### config.mk
export PLATFORM = sky130hd
export DESIGN_NAME = led_blink_multi
export DESIGN_NICKNAME = d
export VERILOG_FILES = /design/src/rtl/led_blink_multi.sv
export SDC_FILE = /design/constraint.sdc
export NUM_CORES = 1
export LEC_CHECK = 0
export ABC_AREA = 1
export ABC_CLOCK_PERIOD_IN_PS = 2300
export CAP_MARGIN = 20
export CORE_MARGIN = 2
export CORE_UTILIZATION = 50
export CTS_CLUSTER_SIZE = 20
export DETAILED_ROUTE_END_ITERATION = 6
export GPL_ROUTABILITY_DRIVEN = 0
export HOLD_SLACK_MARGIN = 0.03
export PLACE_DENSITY = 0.66
export SETUP_SLACK_MARGIN = 0.4
export SYNTH_ARGS = -nofsm -noshare
export SYNTH_HDL_FRONTEND = slang
export SYNTH_SLANG_ARGS = --single-unit
### constraint.sdc
create_clock -name clk -period 2.3 [get_ports clk]
set_input_delay 0.345 -clock clk [delete_from_list [all_inputs] [get_ports clk]]
set_output_delay 0.345 -clock clk [all_outputs]
set_load 0.02 [all_outputs]
### src/rtl/led_blink_multi.sv
// Multi-channel LED blinker: N_CH independent channels (off / on / blink / counted burst)
// paced by one shared tick prescaler and configured one channel per write strobe.
module led_blink_multi #(
    parameter int unsigned CLK_FREQ = 25_000_000,
    parameter int unsigned TICK_HZ  = 1000,
    parameter int unsigned N_CH     = 8,
    parameter int unsigned PER_W    = 16,
    parameter int unsigned CNT_W    = 8,
    localparam int unsigned CH_W    = (N_CH > 1) ? $clog2(N_CH) : 1
) (
    input  logic             clk,
    input  logic             rst,
    input  logic             cfg_we,
    input  logic [CH_W-1:0]  cfg_ch,
    input  logic [1:0]       cfg_mode,
    input  logic [PER_W-1:0] cfg_on_ticks,
    input  logic [PER_W-1:0] cfg_off_ticks,
    input  logic [CNT_W-1:0] cfg_repeat,
    output logic [N_CH-1:0]  leds,
    output logic [N_CH-1:0]  busy,
    output logic [N_CH-1:0]  done
);

    localparam int unsigned DIV_RAW = CLK_FREQ / TICK_HZ;
    localparam int unsigned DIV     = (DIV_RAW < 1) ? 1 : DIV_RAW;
    localparam int unsigned PS_W    = (DIV > 1) ? $clog2(DIV) : 1;

    typedef enum logic [1:0] {
        M_OFF   = 2'd0,
        M_ON    = 2'd1,
        M_BLINK = 2'd2,
        M_BURST = 2'd3
    } mode_t;

    typedef enum logic {
        PH_ON  = 1'b0,
        PH_OFF = 1'b1
    } phase_t;

    logic [PS_W-1:0] ps_cnt;
    logic            tick;
    mode_t           cfg_mode_e;

    assign tick       = (ps_cnt == PS_W'(DIV - 1));
    assign cfg_mode_e = mode_t'(cfg_mode);

    always_ff @(posedge clk) begin
        if (rst) begin
            ps_cnt <= '0;
        end else if (tick) begin
            ps_cnt <= '0;
        end else begin
            ps_cnt <= ps_cnt + 1'b1;
        end
    end

    for (genvar g = 0; g < N_CH; g++) begin : g_ch
        mode_t            mode_q, mode_d;
        phase_t           phase_q, phase_d;
        logic [PER_W-1:0] on_q, on_d, off_q, off_d, pcnt_q, pcnt_d;
        logic [CNT_W-1:0] rep_q, rep_d, rcnt_q, rcnt_d;
        logic             led_q, led_d, done_q, done_d;
        logic             wr;

        assign wr = cfg_we && (cfg_ch == CH_W'(g));

        always_ff @(posedge clk) begin
            if (rst) begin
                mode_q  <= M_OFF;
                phase_q <= PH_ON;
                on_q    <= PER_W'(1);
                off_q   <= PER_W'(1);
                pcnt_q  <= '0;
                rep_q   <= '0;
                rcnt_q  <= '0;
                led_q   <= 1'b0;
                done_q  <= 1'b0;
            end else begin
                mode_q  <= mode_d;
                phase_q <= phase_d;
                on_q    <= on_d;
                off_q   <= off_d;
                pcnt_q  <= pcnt_d;
                rep_q   <= rep_d;
                rcnt_q  <= rcnt_d;
                led_q   <= led_d;
                done_q  <= done_d;
            end
        end

        // A write wins over the tick update, which also drops any done due this cycle.
        always_comb begin
            mode_d  = mode_q;
            phase_d = phase_q;
            on_d    = on_q;
            off_d   = off_q;
            pcnt_d  = pcnt_q;
            rep_d   = rep_q;
            rcnt_d  = rcnt_q;
            led_d   = led_q;
            done_d  = 1'b0;
            if (wr) begin
                mode_d  = cfg_mode_e;
                on_d    = (cfg_on_ticks == '0) ? PER_W'(1) : cfg_on_ticks;
                off_d   = (cfg_off_ticks == '0) ? PER_W'(1) : cfg_off_ticks;
                rep_d   = cfg_repeat;
                phase_d = PH_ON;
                pcnt_d  = '0;
                rcnt_d  = '0;
                led_d   = (cfg_mode_e != M_OFF) && !((cfg_mode_e == M_BURST) && (cfg_repeat == '0));
            end else if ((mode_q == M_BURST) && (rep_q == '0)) begin
                mode_d = M_OFF;
                led_d  = 1'b0;
                done_d = 1'b1;
            end else if (tick && ((mode_q == M_BLINK) || (mode_q == M_BURST))) begin
                if (phase_q == PH_ON) begin
                    if (pcnt_q == on_q - 1'b1) begin
                        pcnt_d  = '0;
                        phase_d = PH_OFF;
                        led_d   = 1'b0;
                    end else begin
                        pcnt_d = pcnt_q + 1'b1;
                    end
                end else begin
                    if (pcnt_q == off_q - 1'b1) begin
                        pcnt_d  = '0;
                        phase_d = PH_ON;
                        if (mode_q == M_BLINK) begin
                            led_d = 1'b1;
                        end else if (({1'b0, rcnt_q} + 1'b1) == {1'b0, rep_q}) begin
                            mode_d = M_OFF;
                            led_d  = 1'b0;
                            done_d = 1'b1;
                        end else begin
                            rcnt_d = rcnt_q + 1'b1;
                            led_d  = 1'b1;
                        end
                    end else begin
                        pcnt_d = pcnt_q + 1'b1;
                    end
                end
            end
        end

        assign leds[g] = led_q;
        assign done[g] = done_q;
        assign busy[g] = (mode_q == M_BLINK) || (mode_q == M_BURST);
    end

endmodule
Word level (Yosys, flattened, before mapping)
Index checks and enable logic that the tools add are counted.
W data, S select, Z words.

word-level totals
  input port bits = 48
  latch bits = 0
  RAM bits = 0
  memories kept = 0
  register bits after elaboration = 567
  bits in read-only memories = 0

cells by class
  $add $sub $neg = 41
  divide/modulo/power cells = 0
  magnitude comparators = 0
  shift operators = 0
  multipliers = 0
  reduce and logical (&&, ||, !) cells = 129
  multiplexer cells = 218
  eq/ne operators = 65
  bitwise operators = 24

operator list
  operator                 count
  $mux W16                 26
  $eq A16 B16 Y1           16
  $sub A16 B1 Y16 const B  16
  $mux W1                  136
  $add A16 B1 Y16 const B  8
  $mux W2                  56
  $reduce_bool A3 Y1       32
  $add A8 B1 Y9 const B    8
  $eq A9 B8 Y1             8
  $logic_not A8 Y1         9
  $add A8 B1 Y8 const B    8
  $reduce_and A6 Y1        8
  $reduce_and A5 Y1        8
  $eq A2 B2 Y1 const B     17
  $logic_not A16 Y1        2
  $ne A4 B1 Y1 const B     8
  $reduce_bool A4 Y1       8
  $logic_and A1 B1 Y1      26
  $ne A3 B3 Y1 const B     8
  $not A1 Y1               24
  $reduce_and A3 Y1        8
  $reduce_or A2 Y1         9
  $reduce_and A2 Y1        8
  $add A15 B1 Y15 const B  1
  8 further kinds          19

Depth between registers and ports, before layout
  depth in word-level cells = 9
  depth in mapped cells = 17
  mapped depth without buffers = 17

Worst setup path after synthesis
Ideal clock, no wire load.

  path kind = reg-to-reg
  start = reg g_ch[4].on_q[0]
  end = reg g_ch[4].pcnt_q[8]
  cell stages (with the launch flop) = 15
  arrival = 1.969 ns
  clock period less this slack = 2.085 ns
  setup time = 0.116 ns
  path slack = 0.215 ns
  cell sequence = dfxtp_1 inv_1 ha_1 xnor2_1 nor2_1 nand2_1 nor2_1 nand2_1 nor2_1 nand3_1 o21bai_2 nand3_4 o21ai_4 buf_8 nor2_2

between the ends
  word-level cells in the longest chain between the ends = 4

ends and longest elaborated chain
  item                      RTL line  RTL
  start: declaration        60        logic [PER_W-1:0] on_q, on_d, off_q, off_d, pcnt_q, pcnt_d;
  start signal: assignment  81        on_q <= on_d;
  $sub A16 B1 Y16           117       if (pcnt_q == on_q - 1'b1) begin
  $eq A16 B16 Y1            117
  $mux W16                  117
  $mux W16                  116       if (phase_q == PH_ON) begin
  end signal: assignment    83        pcnt_q <= pcnt_d;
  end: declaration          60

Every way passes these cells.
A chain may end at the register's enable or synchronous reset.

Worst setup path after layout
  start = reg g_ch[4].on_q[1]
  end = reg g_ch[4].pcnt_q[9]

The elaborated chain is that of the path after synthesis.

==> flow_summary_export.csv <==
group,metric,value,unit
outcome,status,"completed",
timing,maxSlewHeadroom,43.4,%
min_path,hp-start,"ps_cnt[3]$_SDFF_PP0_",
critical_path,worstReg2RegStart,"g_ch[4].on_q[1]$_SDFFE_PP0P_",
yosys,synth_top_cell_area_share,31.4,%
min_path,whs_path_depth,2,
yosys,async_flop_share,0,%
grt,grt_first_pass_wirelength,192000,um
detailed_routing,avgViaCountPerCell,5.38,
critical_path,critical-path-max-stage-delay,0.34,ns
grt,grt-ovfl-total,0,
min_path,hp-class,"register to register",
critical_path,cp.buffers_inverters,2,
timing,max_freq,0.441,GHz
yosys,synthXorXnorAreaFrac,8.70,%
detailed_routing,antenna_left,0,
critical_path,timing.rr.end,"g_ch[4].pcnt_q[9]$_SDFFE_PP0P_",
grt,grt_usage,32.6,%
flow_run,cap_violations,0,
grt,grt_max_degree,45,
critical_path,reg2reg_depth,14,
floorplanning,initial_core_util,50.5,%
critical_path,cp_cell_sequence,"inv_2 -> ha_4 -> xnor2_2 -> nor2_2 -> nand2_1 -> nor2_2 -> nand2_1 -> nor2_2 -> nand3_2 -> o21bai_4 -> nand3_4 -> o21ai_4 -> clkbuf_16 -> nor2_2",
floorplanning,dieArea,74500,um^2
clock_network,cts_hold_buffers,0,
min_path,min_to,"ps_cnt[3]$_SDFF_PP0_",
clock_network,cts_buffer_depth,3,
detailed_routing,drc,0,
critical_path,critPathCaptureType,"register",
floorplanning,die_h,273,um
yosys,synth_top_area_cell,"dfxtp_1",
clock_network,cts_tree,"built",
clock_network,htree_levels,3,
yosys,synth_area_leaders,"dfxtp_1 31%, nand2_1 16%, nor2_1 8.4%",
final_layout,multi_input_area,24500,um^2
timing,min_period,2.27,ns
timing,rsz0062_at_grt,"true",
floorplanning,row_count,98,
detailed_routing,drt-initial-drc-count,3189,
yosys,yosysUniqueCellTypes,59,
yosys,syn_avg_cell_area,6.31,um^2
floorplanning,io_pins,72,
pwr,powerDensity,539,nW/um^2
timing,whs,0.468,ns
floorplanning,core-area,71600,um^2
grt,grt_pass1_vias,35500,
yosys,syn-instance-count,5731,
yosys,ys.flop_type,"dfxtp_1",
timing,drv_slew,0,
clock_network,clock_sinks,567,
clock_network,path_clk_slew,0.06,ns
yosys,ys_seq_area_share,31.4,%
detailed_routing,routed_wl,127000,um
yosys,synth_top_family_by_area,"simple AND/OR/NAND/NOR gates",
critical_path,required,2.81,ns
detailed_routing,first_pass_iters,5,
yosys,synth_mux_area_share,0.0277,%
final_layout,layout.nets,6273,
placed_design,dp_slack,-0.143,ns
final_layout,most-common-layout-cells,"1,370 x nand2_1, 742 x inv_1, 574 x nor2_1, 482 x dfxtp_1, 357 x buf_4",
critical_path,reg2reg_setup_slack,0.03,ns
timing,finClkSkew,0.0213,ns
placed_design,numPortBuffers,71,
yosys,synth_compound_area_share,9.22,%
critical_path,crit_family,"simple AND/OR/NAND/NOR gates",
clock_network,cts_root_buf,"clkbuf_16",
pwr,peakVddDrop,0.535,mV
yosys,syn-num-nets,5812,
clock_network,cts_buffers,67,
final_layout,nFillCells,6329,
final_layout,final_common_cell,"nand2_1",
pwr,leakage,21.6,nW
critical_path,timing.critical_path.mode_cell,"nor2_2",
final_layout,seqCellArea,11500,um^2
timing,period_share,98.6,%
detailed_routing,via_count,38700,
critical_path,startpoint,"g_ch[4].on_q[1]$_SDFFE_PP0P_",
final_layout,drive_gt1_share,23.8,%
floorplanning,die_w,273,um
critical_path,crit_type,"register to register",
detailed_routing,wl_per_cell,17.7,um
yosys,yosysWarnings,0,
critical_path,cp_max_fo,7,
yosys,ys_ff_latch,567,
yosys,synth-edff-count,0,
timing,setup_violations,0,
final_layout,area_growth,31.4,%
timing,fin_tns_setup,0,ns
timing,hold_violations,0,
placed_design,dpl.hpwl,88800,um
critical_path,critPathArrivalTime,2.78,ns
yosys,syn-cell-area,36200,um^2
timing,worstMarginPinSlew,0.847,ns
clock_network,clock_latency,0.62,ns
yosys,yosys.area_share.simple,39.2,%
critical_path,start_kind,"register",
grt,antenna_found_initial,9,
timing,fin_ws,0.0323,ns
yosys,synth_fa_ha_area_share,1.14,%
critical_path,critPathSlowestCell,"dfxtp_2",
power by group:
group / leakage, nW / internal (W) / switching (W)
clock: 1.19 / 0.00727 / 0.00450
sequential: 4.61 / 0.00996 / 0.000161
combinational: 15.8 / 0.00144 / 0.00232
worst max-delay path by stage:
stage,endpoint,cells after the start,slack (ns)
after floorplan,g_ch[4].pcnt_q[8]$_SDFFE_PP0P_,14,0.27
after global placement,g_ch[3].on_q[0]$_SDFFE_PP1P_,13,-0.17
after detailed placement,g_ch[3].on_q[0]$_SDFFE_PP1P_,13,-0.14
after CTS,g_ch[4].pcnt_q[13]$_SDFFE_PP0P_,14,0.14
after global routing,g_ch[4].pcnt_q[9]$_SDFFE_PP0P_,14,-0.09
final,g_ch[4].pcnt_q[9]$_SDFFE_PP0P_,14,0.03
area by class of cell:
| cell class | instances | share of cell area, % |
|---|---|---|
| clock buffers | 97 | 4.28 |
| well taps | 950 | 2.50 |
| repair inverters | 1 | 0.0158 |
| multi-input cells | 4210 | 51.5 |
| clock inverters | 23 | 0.810 |
| diodes | 5 | 0.0263 |
| inverters | 823 | 6.63 |
| flip-flops and latches | 567 | 24.1 |
| repair buffers | 522 | 10.1 |
logic make-up after synthesis:
logic type	count (synthesis)
AO/OA/AOI/OAI	587
XOR/XNOR	354
adder cells (fa/ha/maj)	33
buffers and inverters	958
flip-flops	567
multiplexers	1
AND/OR/NAND/NOR	3231
routing by layer:
layer  vias up  GRT usage, %  share of wire, %  wire length (um)
met5         -             0             0.022                28
met1     17900          41.5                41             52600
met2      1285          52.2                44             56600
met3       365          5.68               7.5              9510
li1      19200             -                 -                 -
met4         4          18.3               6.7              8560
sequential cells by signal (all words and copies together), names as in the netlist:
| register | flops |
|---|---|
| g_ch.rep_q | 64 |
| g_ch.rcnt_q | 64 |
| g_ch.pcnt_q | 128 |
| ps_cnt | 15 |
| g_ch.on_q | 128 |
| g_ch.off_q | 128 |
| g_ch.phase_q | 8 |
| g_ch.done_q | 8 |
| g_ch.led_q | 8 |
| g_ch.mode_q | 16 |
worst register-to-register path, stage by stage (launching register included):
cell,delay (ns)
dfxtp_2,0.34
inv_2,0.05
ha_4,0.24
xnor2_2,0.13
nor2_2,0.15
nand2_1,0.08
nor2_2,0.11
nand2_1,0.07
nor2_2,0.11
nand3_2,0.12
o21bai_4,0.16
nand3_4,0.10
o21ai_4,0.25
clkbuf_16,0.21
nor2_2,0.04
repair_timing:
item | in CTS | in global routing
buffers inserted | 65 | 60
cloned | 5 | 2
pin swaps | 141 | 354
resized for setup | 290 | 722
endpoints found under the setup margin | 265 | 282
synth_stat cells (5+ instances only):
cell,instances
clkbuf_1,84
ha_1,33
nor2_2,54
or2_2,13
nand3_2,13
o21bai_1,14
o21ai_0,210
nand3_1,390
buf_2,11
and2_1,13
buf_4,18
and3_1,6
clkinv_1,6
xnor2_1,122
nor3_1,93
o21ai_1,13
inv_2,10
buf_1,10
xor2_1,228
nand3_4,5
a21oi_1,100
o22ai_1,224
o211ai_1,8
nor4_1,21
nand2_1,1527
inv_1,804
nor2_1,807
dfxtp_1,567
nand3b_1,83
nor2_4,26
nand2_4,9
nand2_2,23
nor3b_1,12
clkbuf_2,9
nand4_1,124
through the flow:
stage               cells  util, %  total power [W]  cell area, um^2
floorplan            5731        -           0.0121            36400
global placement     6941     56.6           0.0133            40500
detailed placement   6941     56.6           0.0134            40500
CTS                  7131     62.2           0.0253            44500
global route         7194     66.4           0.0264            47500
finish               7198     66.4           0.0257            47600
Note: power is estimated with default switching activity, not from simulation.
